<file path="config.mk">
export PLATFORM = sky130hd
export DESIGN_NAME = pc_fetch_unit
export DESIGN_NICKNAME = d
export VERILOG_FILES = /design/src/rtl/pc_fetch_unit.sv
export SDC_FILE = /design/constraint.sdc
export NUM_CORES = 1
export LEC_CHECK = 0
export ABC_AREA = 1
export CORE_MARGIN = 10
export CORE_UTILIZATION = 40
export DETAILED_ROUTE_END_ITERATION = 10
export GPL_TIMING_DRIVEN = 1
export PLACE_DENSITY_LB_ADDON = 0.12
export SLEW_MARGIN = 30
export SYNTH_ARGS = -nofsm -noshare
export SYNTH_HDL_FRONTEND = slang
export SYNTH_SLANG_ARGS = --single-unit
</file>
<file path="constraint.sdc">
create_clock -name clk -period 2 [get_ports clk]
set_input_delay 0.4 -clock clk [delete_from_list [all_inputs] [get_ports clk]]
set_output_delay 0.4 -clock clk [all_outputs]
set_load 0.01 [all_outputs]
</file>
<file path="src/rtl/pc_fetch_unit.sv">
`default_nettype none
// +--------------------------------------------------------------------------+
// | pc_fetch_unit: owns the PC, applies PCSrc redirects, fetches one          |
// | instruction at a time and hands it to decode. Option: MISALIGN_TRAP_EN.   |
// | Revision: 1.0                                                            |
// +--------------------------------------------------------------------------+
module pc_fetch_unit #(
  parameter int unsigned     XLEN     = 32,
  parameter logic [XLEN-1:0] RESET_PC = '0,
  parameter logic [XLEN-1:0] TRAP_VEC = XLEN'(32'h100)
) (
  input  logic            clk,
  input  logic            rst_n,
  input  logic [1:0]      PCSrc,
  input  logic            redirect_valid,
  input  logic [XLEN-1:0] branch_pc,
  input  logic [XLEN-1:0] imm,
  input  logic [XLEN-1:0] rs1,
  output logic            imem_req_valid,
  output logic [XLEN-1:0] imem_req_addr,
  input  logic            imem_req_ready,
  input  logic            imem_rsp_valid,
  input  logic [31:0]     imem_rsp_data,
  output logic            inst_valid,
  output logic [31:0]     inst,
  output logic [XLEN-1:0] inst_pc,
  input  logic            inst_ready,
  output logic            misalign_trap,
  output logic [XLEN-1:0] misalign_addr
);

  localparam logic [1:0] c_st_boot = 2'd0;
  localparam logic [1:0] c_st_req  = 2'd1;
  localparam logic [1:0] c_st_wait = 2'd2;
  localparam logic [1:0] c_st_hold = 2'd3;

  logic [1:0]      state_q, state_d;
  logic [XLEN-1:0] pc_q, pc_d;
  logic            squash_q, squash_d;
  logic [31:0]     inst_q, inst_d;
  logic [XLEN-1:0] inst_pc_q, inst_pc_d;

  logic            w_redir;
  logic [XLEN-1:0] w_raw_target;
  logic [XLEN-1:0] w_target;

  assign w_redir      = redirect_valid && ((PCSrc == 2'b01) || (PCSrc == 2'b10));
  assign w_raw_target = (PCSrc == 2'b10) ? (branch_pc + imm)
                                         : ((rs1 + imm) & ~XLEN'(1));

`ifdef MISALIGN_TRAP_EN
  logic            misalign_trap_q, misalign_trap_d;
  logic [XLEN-1:0] misalign_addr_q, misalign_addr_d;
  logic            w_misaligned;

  assign w_misaligned = (w_raw_target[1:0] != 2'b00);
  assign w_target     = w_misaligned ? TRAP_VEC : w_raw_target;

  always_comb begin
    misalign_trap_d = 1'b0;
    misalign_addr_d = misalign_addr_q;
    if (w_redir && w_misaligned) begin
      misalign_trap_d = 1'b1;
      misalign_addr_d = w_raw_target;
    end
  end

  always_ff @(posedge clk or negedge rst_n) begin
    if (!rst_n) begin
      misalign_trap_q <= 1'b0;
      misalign_addr_q <= '0;
    end else begin
      misalign_trap_q <= misalign_trap_d;
      misalign_addr_q <= misalign_addr_d;
    end
  end

  assign misalign_trap = misalign_trap_q;
  assign misalign_addr = misalign_addr_q;
`else
  logic w_unused_trap_vec;

  // Without trapping, a misaligned target is silently word-aligned.
  assign w_target          = w_raw_target & ~XLEN'(3);
  assign w_unused_trap_vec = ^TRAP_VEC;
  assign misalign_trap     = 1'b0;
  assign misalign_addr     = '0;
`endif

  always_comb begin
    state_d   = state_q;
    pc_d      = pc_q;
    squash_d  = squash_q;
    inst_d    = inst_q;
    inst_pc_d = inst_pc_q;
    case (state_q)
      c_st_boot: begin
        state_d = c_st_req;
        if (w_redir) pc_d = w_target;
      end
      c_st_req: begin
        if (imem_req_ready) state_d = c_st_wait;
        if (w_redir) begin
          pc_d = w_target;
          // The request already issued fetches the stale PC; drop its response.
          if (imem_req_ready) squash_d = 1'b1;
        end
      end
      c_st_wait: begin
        if (imem_rsp_valid) begin
          if (w_redir || squash_q) begin
            if (w_redir) pc_d = w_target;
            squash_d = 1'b0;
            state_d  = c_st_req;
          end else begin
            inst_d    = imem_rsp_data;
            inst_pc_d = pc_q;
            state_d   = c_st_hold;
          end
        end else if (w_redir) begin
          pc_d     = w_target;
          squash_d = 1'b1;
        end
      end
      c_st_hold: begin
        if (w_redir) begin
          pc_d    = w_target;
          state_d = c_st_req;
        end else if (inst_ready) begin
          pc_d    = pc_q + XLEN'(4);
          state_d = c_st_req;
        end
      end
      default: state_d = c_st_boot;
    endcase
  end

  always_ff @(posedge clk or negedge rst_n) begin
    if (!rst_n) begin
      state_q   <= c_st_boot;
      pc_q      <= RESET_PC;
      squash_q  <= 1'b0;
      inst_q    <= '0;
      inst_pc_q <= '0;
    end else begin
      state_q   <= state_d;
      pc_q      <= pc_d;
      squash_q  <= squash_d;
      inst_q    <= inst_d;
      inst_pc_q <= inst_pc_d;
    end
  end

  assign imem_req_valid = (state_q == c_st_req);
  assign imem_req_addr  = imem_req_valid ? pc_q : '0;
  assign inst_valid     = (state_q == c_st_hold);
  assign inst           = inst_q;
  assign inst_pc        = inst_pc_q;

endmodule
`default_nettype wire

</file>
After elaboration in Yosys (flattened, before gate mapping)
Cells that the tools add are included.
{ "totals": {"in_bits": 136, "word_cells": 50, "output_inout_bits": 131, "reg_bits": 99} }
{ "classes": {"eq_ne": 11, "n_reduce_logical": 10, "bitwise": 1, "n_addsub": 3, "mux": 20} }
{ "op_table": {"columns": ["op", "n"], "rows": [
  ["32-bit two-way mux", 7],
  ["32-bit case mux with 3 select lines", 1],
  ["32-bit adder", 2],
  ["32-bit by 3-bit adder with 32-bit output, second input constant", 1],
  ["2-bit two-way mux", 5],
  ["2-bit case mux with 4 select lines", 1],
  ["2-bit == test, second input constant", 3],
  ["3-bit != test, second input constant", 2],
  ["3-bit AND reduction", 2],
  ["1-bit two-way mux", 5],
  ["5-bit AND reduction", 1],
  ["2-bit by 1-bit == test with 1-bit output, second input constant", 2],
  ["2-bit by 1-bit != test with 1-bit output, second input constant", 2],
  ["3-bit by 1-bit != test with 1-bit output, second input constant", 1],
  ["2-bit logical NOT", 1],
  ["1-bit logical OR", 2],
  ["2-bit != test, second input constant", 1],
  ["1-bit case mux with 2 select lines", 1],
  ["2-bit AND reduction", 1],
  ["2-bit nonzero test", 1],
  ["2-bit OR reduction", 1],
  ["1-bit logical AND", 1],
  ["1-bit inverter", 1]
]} }

Depth between registers and ports, before layout
{ "logic_depth": {"word_depth": 7, "depth_mapped": 16, "ltp_nobuf": 16} }

Worst setup path before layout
OpenSTA, ideal clock, no wires.
{ "synth_path": {"kind": "in2reg", "from": "input imm[7]", "to": "register pc_q[17]", "path_stages": 13, "n_path_buf": 0, "t_arrival_ps": 1774, "setup_slack_ps": 110, "t_required_ps": 1884, "setup_time_ps": 116, "cell_sequence": "ha_1 -> nand2_1 -> inv_1 -> nand2_1 -> nand2_1 -> nand3b_1 -> nand2_1 -> nand2_1 -> or2_2 -> nand2_1 -> nand3_1 -> nand2_1 -> nand2_1"} }
{ "synth_between": {"elab_chain_cells": 6, "word_cells_on_any_way": 8, "classes_between": "add/sub: 2; mux: 6"} }
{ "synth_lines": {"columns": ["item", "line_no", "source"], "rows": [
  ["start, declared", "17", "input logic [XLEN-1:0] imm,"],
  ["32-bit adder, on equally long branches", "49, 48", null],
  ["32-bit two-way mux *", "48", "assign w_raw_target = (PCSrc == 2'b10) ? (branch_pc + imm)"],
  ["32-bit two-way mux", null, null],
  ["32-bit two-way mux", "111", "if (w_redir || squash_q) begin"],
  ["32-bit two-way mux", "110", "if (imem_rsp_valid) begin"],
  ["32-bit case mux with 3 select lines *", "96", "case (state_q)"],
  ["end signal, assigned", "147", "pc_q <= pc_d;"],
  ["end, declared", "38", "logic [XLEN-1:0] pc_q, pc_d;"]
]} }
Mark *: on every way between the ends. The rest lies on a longest branch, timed or not. The select of a mux whose other input is x is not followed.
A chain may end at the register's enable or synchronous reset.

Final worst setup path
{ "layout_path": {"from": "register state_q[0]", "to": "output imem_req_addr[10]"} }
{ "layout_between": {"elab_chain_cells": 2} }
{ "layout_lines": {"columns": ["item", "line_no", "source"], "rows": [
  ["start, declared", "37", "logic [1:0] state_q, state_d;"],
  ["start signal, assigned", "140", "state_q <= c_st_boot;"],
  ["start signal, assigned", "146", "state_q <= state_d;"],
  ["2-bit by 1-bit == test with 1-bit output", "154", "assign imem_req_valid = (state_q == c_st_req);"],
  ["32-bit two-way mux", "155", "assign imem_req_addr = imem_req_valid ? pc_q : '0;"],
  ["end, declared", "20", "output logic [XLEN-1:0] imem_req_addr,"]
]} }
No other way between the ends.

==> results.cfg <==
[global_route]
grt_pass1_vias = 11730
groute.usage.overall_pct = 22.54
overflow = 0
grt_first_pass_wirelength_mm = 60.75
antenna_found_initial = 0
grt_start_max_net_pins = 41

[cells_and_area]
syn_to_final_growth_pct = 55.32
finalNonFillerCells = 2438
fin_nets = 2306
fin_area_mm2 = 0.01588
final_layout_size_suffix_gt1_share_pct = 25.43
diodes = 0

[cts]
cts_tree = done
cts.sinks = 95
numCtsBuffers = 9
cts-root-buf = clkbuf_16
cts-htree-levels = 3
holdBufCountCts = 0
insertion_delay_ns = 0.35
clkSlewWorstSetupHoldPaths_ns = 0.07
ctsLongestPathBuffers = 2

[place]
placed_cells = 2396
gp_congestion = 0.9940
dpl.hpwl_mm = 31.47
place_ws_ns = -0.6709
post_dp_cell_area_mm2 = 0.01380
io_buffers = 229

[sta]
max_freq_mhz = 520.7
period_needed_ns = 1.920
maxSlewViolCount = 0
hold_viol_final = 11
period_share_pct = 96.02
hold_ws_ns = -0.006738
finalSetupViolations = 0
rsz0062_at_grt = yes
tns_ns = 0
worst_slack_ns = 0.07956
finalClockSkew_ns = 0.008362

[synth]
yosysSeqAreaShare_pct = 23.26
async_flop_share_pct = 100.0
synth_area_mm2 = 0.01022
synth_top_cells_by_area = nand2_1 24%, dfrtp_1 23%, inv_1 12%, ha_1 8.1%, nand3_1 6.4%
synth-warning-count = 0
yosysMostFrequentCell = nand2_1
avgSynthCellArea_um2 = 5.912
yosysUniqueCellTypes = 40
synth-seq-cells = 95
netlist_top_cells_count = 640 x nand2_1, 320 x inv_1, 130 x nand3_1
netlist.area_leader.share_pct = 23.50
synth_edf_count = 0
syn_inst = 1729
synth_top_flop_cell = dfrtp_1
yosys.area.top_type = nand2_1

[route]
num_vias = 11850
dr.pass1.iters = 5
wl_mm = 38.68
antenna_left = 0
via_per_inst = 4.861
drtIter0Drc = 662
avgRoutedWirePerCell_um = 15.87
drcViolationCount = 0

[floorplanning]
pin_count = 267
die_w_um = 179.9
die-area_mm2 = 0.03235
placement_rows = 58
core_area_mm2 = 0.02518
start_util_pct = 40.59
die_h_um = 179.9

[status]
violations = hold timing
status = finished, violations left

[worst_setup_path]
crit_path_end_kind = output pin
slowest_delay_ns = 0.44
crit_path_cell_trace = ha_4 > buf_12 > nand2_1 > inv_1 > dlygate4sd2_1
cp_max_fo = 18
required_ns = 1.60
cp_slowest_cell = dfrtp_2
start_kind = register
path_class = reg -> out
cp.arrival_ns = 1.52

[min_path]
hold_class = in -> async

[pwr]
ir_drop_mv = 0.7004
power_density_mw_per_mm2 = 834.0
p_leak_nw = 8.730

[job]
drv_cap = 0
[final cells by class]
type	instances	area (um^2)
well taps	330	412.9
repair buffers	397	3649
inverters	328	1242
multi-input cells	1273	7918
clock buffers	9	225.2
fillers	2430	9304
clock inverters	6	52.55
flip-flops and latches	95	2379
[flip-flops by register name, summed over array words and instances, names as in the netlist]
register	flops
state_q	2
inst	32
inst_pc	30
squash_q	1
pc_q	30
[kinds of logic (layout without fill, tap and decap cells)]
| group | after synthesis | after routing | synth area share, % |
|---|---|---|---|
| and+or+nand+nor | 959 | 959 | 39.25 |
| buffers and inverters | 397 | 740 | 16.10 |
| AOI/OAI and AO/OA | 165 | 165 | 8.482 |
| DFF | 95 | 95 | 23.26 |
| adders and majority gates | 66 | 66 | 8.078 |
| muxes | 35 | 35 | 3.856 |
| xor gates and xnor gates | 11 | 11 | 0.9425 |
| other | 1 | 37 | 0.03668 |
[per-stage QoR]
stage                     util (%)  total power [W]
after floorplan                  -         0.007034
after global placement       54.82          0.01086
after detailed placement     54.82          0.01098
after CTS                    59.86          0.01280
after global routing         63.05          0.01430
final                        63.05          0.01324
[final timing paths]
kind	startpoint	to	slack, ns	cells past startpoint
worst max-delay path	state_q[0]	imem_req_addr[10]	0.08	5
worst min-delay path	rst_n	state_q[1]	-0.007	1
worst max register to register	state_q[0]	pc_q[6]	0.08	12
worst min register to register	inst_pc[29]	inst_pc[29]	0.48	2
max in group asynchronous	rst_n	inst_pc[8]	1.42	2
min in group clk	inst_pc[29]	inst_pc[29]	0.48	2
[worst max-delay path: cells and delay by family (launching register included)]
family        cells  cell delay [ns]
fa+ha+maj         1             0.19
simple gates      1             0.07
buf+inv           3             0.47
flops             1             0.44
[metal layers]
metal	track usage [%]	vias to the layer above	share of wire, %
li1	-	6033	-
met1	29.47	5441	45
met2	38.97	342	49
met3	2.912	34	4.8
met4	4.201	0	1.5
met5	0	-	0
[what timing repair did]
action,CTS,global route
resized for setup,262,224
buffers inserted,5,20
pin swaps,41,85
gates cloned,0,3
setup endpoints to repair,59,50
[power breakdown]
| part | switching, W | internal (W) | total (W) | leakage (nW) |
|---|---|---|---|---|
| sequential | 0.000695 | 0.00276 | 0.00346 | 1.22 |
| clock | 0.000785 | 0.000859 | 0.00164 | 0.131 |
| combinational | 0.00431 | 0.00383 | 0.00814 | 7.38 |
| total | 0.00579 | 0.00745 | 0.0132 | 8.73 |
[cells in the final DEF, fill, tap and decap left out, types with 5 or more instances in the layout]
cell type and count:
nand4_1 12, clkbuf_2 16, nor2_4 19, o21bai_1 5, clkbuf_16 11, buf_4 150
nor2_1 66, nor3_1 8, ha_1 7, a21oi_1 52, buf_6 8, xor2_1 8
clkdlybuf4s50_1 114, dfrtp_1 94, nand2_2 74, mux2_2 35, clkdlybuf4s15_1 8, nand3_1 99
nor2_2 34, ha_4 59, nand3_2 30, or2_2 5, inv_2 12, conb_1 37
nand3b_1 17, nand2_1 553, buf_12 9, nand2_4 17, inv_1 313, a21oi_2 30
nor4_1 5, nor3_2 5, o21ai_0 61, dlygate4sd2_1 58, dlymetal6s2s_1 31, o21ai_1 5
Power figures use the tool's default switching activity.
